--- src/rtl/pc_seq_pkg.sv ---
// rtl/pc_seq_pkg.sv - shared state encodings, PC source selects and redirect record for pc_sequencer
package pc_seq_pkg;

    typedef enum logic [1:0] {
        ST_IDLE      = 2'b00,
        ST_RUN       = 2'b01,
        ST_WAIT_MEM  = 2'b10,
        ST_HAZ_STALL = 2'b11
    } seq_state_t;

    localparam logic [1:0] SEL_SEQ = 2'b00;
    localparam logic [1:0] SEL_J   = 2'b01;
    localparam logic [1:0] SEL_JR  = 2'b10;
    localparam logic [1:0] SEL_BR  = 2'b11;

    typedef struct packed {
        logic        valid;
        logic [1:0]  sel;
        logic [31:0] adx;
    } redir_t;

    // Select encodings are ordered by priority, so a numeric compare ranks them.
    // An invalid entry carries SEL_SEQ and is outranked by any real request.
    function automatic logic outranks(input logic [1:0] a, input logic [1:0] b);
        return a > b;
    endfunction

endpackage

--- src/rtl/sat_counter.sv ---
// rtl/sat_counter.sv - event counter with selectable saturate or wrap behaviour
module sat_counter #(
    parameter int WIDTH    = 16,
    parameter bit SATURATE = 1'b1
) (
    input  logic             clk,
    input  logic             reset,
    input  logic             inc,
    output logic [WIDTH-1:0] count
);

    always_ff @(posedge clk or posedge reset) begin
        if (reset) begin
            count <= '0;
        end else if (inc) begin
            if (!SATURATE || (count != '1)) begin
                count <= count + WIDTH'(1);
            end
        end
    end

endmodule

--- src/rtl/pc_sequencer.sv ---
// rtl/pc_sequencer.sv - PC redirect sequencer: branch/JR/jump arbitration, memory-wait and hazard stalls
module pc_sequencer
    import pc_seq_pkg::*;
(
    input  logic        clk,
    input  logic        reset,
    input  logic        j,
    input  logic [31:0] jAdx,
    input  logic        JR,
    input  logic [31:0] JRAdx,
    input  logic        br,
    input  logic        z,
    input  logic [31:0] brAdx,
    input  logic        haz,
    input  logic        imem_ready,
    output logic        PCWr,
    output logic [1:0]  pc_sel,
    output logic [31:0] redir_adx,
    output logic        flush_if,
    output logic        flush_id,
    output logic        stall_if_id,
    output logic [1:0]  state,
    output logic [15:0] stall_cnt,
    output logic [15:0] redir_cnt
);

    seq_state_t state_q, state_next;
    redir_t     pend_q, pend_next;
    redir_t     req, merged;
    logic       taken;

    assign taken = br & ~z;

    // A hazard suppresses j/JR; a taken branch always survives.
    always_comb begin
        req = '0;
        if (taken) begin
            req = '{valid: 1'b1, sel: SEL_BR, adx: brAdx};
        end else if (!haz && JR) begin
            req = '{valid: 1'b1, sel: SEL_JR, adx: JRAdx};
        end else if (!haz && j) begin
            req = '{valid: 1'b1, sel: SEL_J, adx: jAdx};
        end
    end

    always_comb begin
        state_next  = state_q;
        pend_next   = pend_q;
        merged      = pend_q;
        PCWr        = 1'b0;
        pc_sel      = SEL_SEQ;
        redir_adx   = '0;
        flush_if    = 1'b0;
        flush_id    = 1'b0;
        stall_if_id = 1'b0;
        case (state_q)
            ST_IDLE: begin
                state_next = ST_RUN;
            end
            // The first haz-free cycle in HAZ_STALL behaves exactly like RUN.
            ST_RUN, ST_HAZ_STALL: begin
                if (!taken && haz) begin
                    stall_if_id = 1'b1;
                    state_next  = ST_HAZ_STALL;
                end else begin
                    flush_if = req.valid;
                    flush_id = req.valid && (req.sel == SEL_BR);
                    if (imem_ready) begin
                        PCWr       = 1'b1;
                        pc_sel     = req.sel;
                        redir_adx  = req.adx;
                        state_next = ST_RUN;
                    end else begin
                        pend_next  = req;
                        state_next = ST_WAIT_MEM;
                    end
                end
            end
            ST_WAIT_MEM: begin
                // Flushes fire only when an entry is (re)latched, never on apply.
                if (req.valid && outranks(req.sel, pend_q.sel)) begin
                    merged   = req;
                    flush_if = 1'b1;
                    flush_id = (req.sel == SEL_BR);
                end
                if (!taken && haz) begin
                    stall_if_id = 1'b1;
                    pend_next   = merged;
                end else if (imem_ready) begin
                    PCWr       = 1'b1;
                    pc_sel     = merged.sel;
                    redir_adx  = merged.adx;
                    pend_next  = '0;
                    state_next = ST_RUN;
                end else begin
                    pend_next = merged;
                end
            end
            default: begin
                state_next = ST_IDLE;
            end
        endcase
    end

    always_ff @(posedge clk or posedge reset) begin
        if (reset) begin
            state_q <= ST_IDLE;
            pend_q  <= '0;
        end else begin
            state_q <= state_next;
            pend_q  <= pend_next;
        end
    end

    assign state = state_q;

    // Charged against the state being entered, so the IDLE exit bubble counts as a stall.
    sat_counter #(.WIDTH(16), .SATURATE(1'b1)) u_stall_cnt (
        .clk   (clk),
        .reset (reset),
        .inc   (!PCWr && (state_next != ST_IDLE)),
        .count (stall_cnt)
    );

    sat_counter #(.WIDTH(16), .SATURATE(1'b0)) u_redir_cnt (
        .clk   (clk),
        .reset (reset),
        .inc   (PCWr && (pc_sel != SEL_SEQ)),
        .count (redir_cnt)
    );

endmodule

--- config.mk ---
export PLATFORM = sky130hd
export DESIGN_NAME = pc_sequencer
export DESIGN_NICKNAME = d
export VERILOG_FILES = /design/src/rtl/pc_seq_pkg.sv /design/src/rtl/sat_counter.sv /design/src/rtl/pc_sequencer.sv
export SDC_FILE = /design/constraint.sdc
export NUM_CORES = 1
export LEC_CHECK = 0
export BUFFER_PORTS_ARGS = -buffer_cell sky130_fd_sc_hd__buf_2
export CAP_MARGIN = 25
export CORE_MARGIN = 2
export CORE_UTILIZATION = 45
export DETAILED_ROUTE_END_ITERATION = 7
export PLACE_DENSITY = 0.76
export SKIP_LAST_GASP = 1
export SLEW_MARGIN = 20
export SYNTH_ARGS = -nofsm -noshare
export SYNTH_HDL_FRONTEND = slang
export SYNTH_SLANG_ARGS = --single-unit
--- constraint.sdc ---
create_clock -name clk -period 6.7 [get_ports clk]
set_clock_uncertainty 0.05 [all_clocks]
set_input_delay 1.34 -clock clk [delete_from_list [all_inputs] [get_ports clk]]
set_output_delay 1.34 -clock clk [all_outputs]
set_load 0.005 [all_outputs]
==> results of run 1 <==
## worst reg2reg max path: cells and delay by family, from the launching register on
| family | cells | cell delay (ps) |
|---|---|---|
| DFF | 1 | 380 |
| AOI/OAI and AO/OA | 4 | 1020 |
| and+or+nand+nor | 2 | 630 |
| adders and majority gates | 1 | 320 |
| buffers and inverters | 2 | 450 |
## final cells by class
| cell class | instances | area [sq um] | share of cell area [%] |
|---|---|---|---|
| Inverter | 9 | 33.78 | 0.6213 |
| Clock buffer | 9 | 123.9 | 2.278 |
| Sequential cell | 68 | 1702 | 31.29 |
| Clock inverter | 7 | 91.34 | 1.680 |
| Timing Repair Buffer | 187 | 993.5 | 18.27 |
| Tap cell | 111 | 138.9 | 2.554 |
| Multi-Input combinational cell | 366 | 2355 | 43.30 |
## per-layer routing
metal | track usage, % | wire [um] | vias to the layer above
met3 | 3.259 | 744 | 15
li1 | - | - | 2108
met1 | 33.11 | 5494 | 2128
met5 | 0 | 0 | -
met4 | 8.628 | 180 | 0
met2 | 38.82 | 5809 | 188
## stage by stage
step / hold WS [ps] / utilization, %
finish: 411.8 / 59.13
global route: 441.9 / 59.13
CTS: 416.1 / 58.59
detailed placement: 404.2 / 56.24
global placement: 402.4 / 56.24
floorplan: 414.7 / -
## worst paths after layout
kind | startpoint | slack [ps] | cells after the start | end
hold / removal | u_redir_cnt.count[15] | 410 | 1 | u_redir_cnt.count[15]
min in group asynchronous | reset | 1190 | 3 | u_stall_cnt.count[12]
setup reg to reg | pend_q[33] | 3790 | 9 | pend_q[26]
hold reg to reg | u_redir_cnt.count[15] | 410 | 1 | u_redir_cnt.count[15]
max in group asynchronous | reset | 4850 | 3 | pend_q[4]
setup / recovery | JR | 1240 | 14 | redir_adx[7]
## power breakdown
| group | internal [mW] | switching (mW) |
|---|---|---|
| combinational | 0.234 | 0.261 |
| sequential | 0.517 | 0.0942 |
| clock | 0.208 | 0.159 |
## logic make-up (layout without fill, tap and decap cells)
| logic type | count (synthesis) | in the layout | share of synthesized area [%] |
|---|---|---|---|
| AND/OR/NAND/NOR | 199 | 199 | 22.49 |
| buffers and inverters | 47 | 212 | 4.640 |
| adder cells (fa/ha/maj) | 3 | 3 | 0.8866 |
| multiplexers | 11 | 11 | 2.660 |
| XOR/XNOR | 28 | 28 | 5.792 |
| flip-flops | 68 | 68 | 40.19 |
| AO/OA/AOI/OAI | 125 | 125 | 23.35 |
## registers in the layout, summed over array words and instances (netlist names)
register / cells
u_redir_cnt.count: 16
state: 2
pend_q: 34
u_stall_cnt.count: 16
## layout by cell type (no fill, tap or decap), types with 10 or more instances in the layout
master      n
a221oi_1   32
a22o_1     38
a31oi_1    20
buf_2     175
buf_4      10
dfrtp_1    68
nand2_1    33
nand3_1    43
nor2_1     81
o32ai_1    10
xnor2_1    12
xor2_1     16
==> flow_summary.toml, run 1 <==
[cts]
postCtsResizedCells = 0
clockRootBuffer = "clkbuf_8"
htreeDepth = 3
cts_buffers = 9
clock_latency_ps = 340
cts_tree = "done"
post_cts_buffers = 0
cts_buffer_depth = 2
clkSinkCount = 68
ctsHoldBuffers = 0
clk_pin_slew_ps = 70

[logic_synthesis]
ys_types = 47
syn-mean-instance-area_sq_um = 8.803
async_flop_share_pct = 100.0
synth_edf_count = 0
netlist_instances = 481
synth_warnings = 0
synth.largest_area_cell = "dfrtp_1"
synth_seq_area_share_pct = 40.19
yosys-top-cells-area = "dfrtp_1 (40%), a22o_1 (7.9%), nor2_1 (7.4%)"
synth.most_common_cell = "nor2_1"
synthFlopType = "dfrtp_1"
yosysTopAreaCellShare_pct = 40.19
synth_common_cells = "nor2_1 (83), dfrtp_1 (68), nand3_1 (43)"
synth_area_sq_um = 4234
ys_seq_elements = 68
syn-num-nets = 588

[routing]
drcViolationCount = 0
vias_per_cell = 5.864
ant_nets = 0
avgRoutedWirePerCell_um = 16.15
dr.pass1.iters = 4
dr_total_vias = 4439
drt_iter0_drc = 165
routed_wl_mm = 12.23

[die]
initial_utilization_pct = 46.04
dieArea_sq_um = 10200
die_y_um = 101
core_area_sq_um = 9196
num_io_pins = 176
num_rows = 35
die_w_um = 101

[flow_run]
max-cap-violations = 0

[timing]
rsz0062_at_grt = "false"
finalMaxSlewViolations = 0
slew_headroom_pct = 43.48
setup_slack_ps = 1240
final-setup-viol-count = 0
hold_viol_final = 0
period_needed_ps = 5460
finalCritPeriodShare_pct = 81.49
setup_tns_ps = 0
worst_pin_slew_ps = 847.8
fmax_ghz = 0.1831

[setup_path]
worstSetupPathType = "input port to output pin"
cp-end-kind = "output pin"
path_buf_inv = 4
crit_chain = "buf_2, nor2b_2, nor2_1, inv_1, ha_1, nor2b_1, o21ai_1, and2_1, nor2_1, buf_4, nor2_2, nand3_1, a31oi_1, buf_2"
start_kind = "input port"
required_ps = 5310
slowest_stage = "nor2_2"
critical_path.top_delay_family = "simple AND/OR/NAND/NOR gates"
cp.arrival_ps = 4070
critPathMaxStageDelay_ps = 610
worstPathMaxFanout = 21

[placed_design]
detailed_place_hpwl_mm = 8.682
place_area_sq_um = 5172
dpl.cell_count = 738
preCtsSetupSlack_ps = 1183
place_congestion = 0.8445
io_buffers = 175

[power]
p_total_mw = 1.474
pwr_density_cell_nw_per_um2 = 271.1
p_leak_nw = 2.780
ir_worst_vdd_v = 0.0001282

[global_routing]
grt.overflow.total = 0
grt_pass1_wl_mm = 19.54
grt_usage_pct = 24.04
antenna_found_initial = 0
grt_pass1_vias = 4076
grt_max_degree = 69

[final_layout]
layout-drive-gt1-share_pct = 34.21
instances_no_fill = 757
syn_to_final_growth_pct = 28.43
fin_nets = 748
stdcell_area_sq_um = 5438
fillCellCount = 853
antenna_cells = 0

[outcome]
status = "completed"

[worst_hold_path]
hold_path_class = "flip-flop to flip-flop"
Note: power is estimated with default switching activity, not from simulation.
==> inputs of run 2 (changes only) <==
Clock period 6.7 ns to 5.3 ns, I/O delays scaled along.
==> run 2 against run 1 <==
Cell area decreased by 0.76%. Sequential share of layout area increased by 0.24 points. Register-to-register slack got worse by 1400 ps. First-iteration DRC count increased by 14%. Total power increased by 23%. Die area unchanged. Utilization decreased by 0.45 points. Critical endpoint is now redir_adx[6]. Largest power group unchanged. Highest routed layer unchanged.
==> flow_summary.toml, run 2 (synthesis results as in run 1) <==
[outcome]
status = "completed"

[setup_path]
crit_start = "JR"
timing.critical_path.to = "redir_adx[6]"
path_buf_inv = 4
r2r-end = "u_redir_cnt.count[1]"
cp-end-kind = "output pin"
critical_path.top_delay_family = "simple AND/OR/NAND/NOR gates"
crit_chain = "buf_2, nor2b_2, nor2_1, inv_1, ha_1, nor2b_1, o21ai_1, and2_1, nor2_1, buf_4, nand3_1, a31oi_1, buf_2"
worstSetupPathType = "input port to output pin"
start_kind = "input port"
rrSetupSlack_ps = 2370
critPathMaxStageDelay_ps = 320
cp.arrival_ps = 3410
r2r-start = "state[0]"
reg2reg_depth = 6
required_ps = 4190
crit_cells = 13
worstPathMaxFanout = 19
slowest_stage = "ha_1"

[final_layout]
multi_input_area_sq_um = 2355
antenna_cells = 0
fin_nets = 749
largest_reg_flops = 34
fillCellCount = 824
regArea_sq_um = 1702
largest-register = "pend_q"
syn_to_final_growth_pct = 27.45
instances_no_fill = 757
top_regs = "pend_q x34, u_redir_cnt.count x16, u_stall_cnt.count x16"
layout-drive-gt1-share_pct = 34.21
stdcell_area_sq_um = 5396
mostFrequentLayoutCells = "buf_2 (175), nor2_1 (81), dfrtp_1 (68)"
final_common_cell = "buf_2"

[placed_design]
place_congestion = 0.8425
io_buffers = 175
detailed_place_hpwl_mm = 8.969
place_area_sq_um = 5195
preCtsSetupSlack_ps = 786.8
dpl.cell_count = 741

[global_routing]
grt_usage_pct = 25.30
grt_pass1_vias = 4339
grt.overflow.total = 0
antenna_found_initial = 0
grt_max_degree = 69
grt_pass1_wl_mm = 20.56

[timing]
hold_viol_final = 0
fmax_ghz = 0.2212
finalCritPeriodShare_pct = 85.30
finalMaxSlewViolations = 0
setup_slack_ps = 779.3
period_needed_ps = 4521
setup_tns_ps = 0
rsz0062_at_grt = "false"
slew_headroom_pct = 30.12
worst_pin_slew_ps = 1048
final-setup-viol-count = 0

[cts]
clock_latency_ps = 340
ctsHoldBuffers = 0
cts_buffer_depth = 2
clockRootBuffer = "clkbuf_8"
cts_tree = "done"
htreeDepth = 3
post_cts_buffers = 0
postCtsResizedCells = 0
cts_buffers = 9
clkSinkCount = 68
clk_pin_slew_ps = 70

[power]
pwr_density_cell_nw_per_um2 = 337.3
p_leak_nw = 2.764
ir_worst_vdd_v = 0.0001261
p_total_mw = 1.820

[routing]
dr.pass1.iters = 5
vias_per_cell = 5.979
met2WireLength_mm = 6.026
routed_wl_mm = 12.55
drcViolationCount = 0
avgRoutedWirePerCell_um = 16.57
top_layer = "met4"
drt_iter0_drc = 188
ant_nets = 0
met3_length_um = 865
wl_met1_mm = 5.302
dr_total_vias = 4526

[die]
die_y_um = 101
die_w_um = 101
core_area_sq_um = 9196
dieArea_sq_um = 10200
num_io_pins = 176
initial_utilization_pct = 46.04
num_rows = 35

[worst_hold_path]
hold_path_class = "flip-flop to flip-flop"

[flow_run]
max-cap-violations = 0
==> run 2: routing by layer <==
layer  vias up  GRT usage (%)
li1       2110              -
met1      2172          33.44
met3        28          3.883
met2       216          41.38
met4         0          10.71
met5         -              0
==> run 2: report_power, final <==
part,switching [mW],internal [mW]
Clock,0.190,0.225
Combinational,0.327,0.295
Sequential,0.129,0.653
Total,0.647,1.17
==> run 2: final cells by class <==
class / count / area share, %
Tap cell: 111 / 2.574
Timing Repair Buffer: 188 / 18.11
Clock buffer: 10 / 2.550
Inverter: 9 / 0.6260
Clock inverter: 5 / 0.9738
Sequential cell: 68 / 31.53
Multi-Input combinational cell: 366 / 43.64
==> run 2: worst reg2reg max path: cells and delay by family (launching register included) <==
kind | cells | cell delay [ps]
compound gates | 2 | 720
flops | 1 | 1030
simple gates | 3 | 660
mux | 1 | 370
==> run 2: stage by stage <==
step | hold WS [ps] | utilization, %
after detailed placement | 406.9 | 56.49
after global placement | 401.1 | 56.49
final | 420.6 | 58.68
after floorplan | 414.7 | -
after CTS | 420.8 | 58.56
after global routing | 445.6 | 58.68
==> run 2: worst min path at each step <==
stage                                startpoint                     to  slack, ps  depth (start not counted)
after CTS                 u_redir_cnt.count[15]  u_redir_cnt.count[15]        420                          1
after global placement    u_redir_cnt.count[15]  u_redir_cnt.count[15]        400                          1
after global routing      u_redir_cnt.count[14]  u_redir_cnt.count[14]        450                          1
after floorplan           u_redir_cnt.count[15]  u_redir_cnt.count[15]        410                          1
final                     u_redir_cnt.count[15]  u_redir_cnt.count[15]        420                          1
after detailed placement  u_redir_cnt.count[15]  u_redir_cnt.count[15]        410                          1
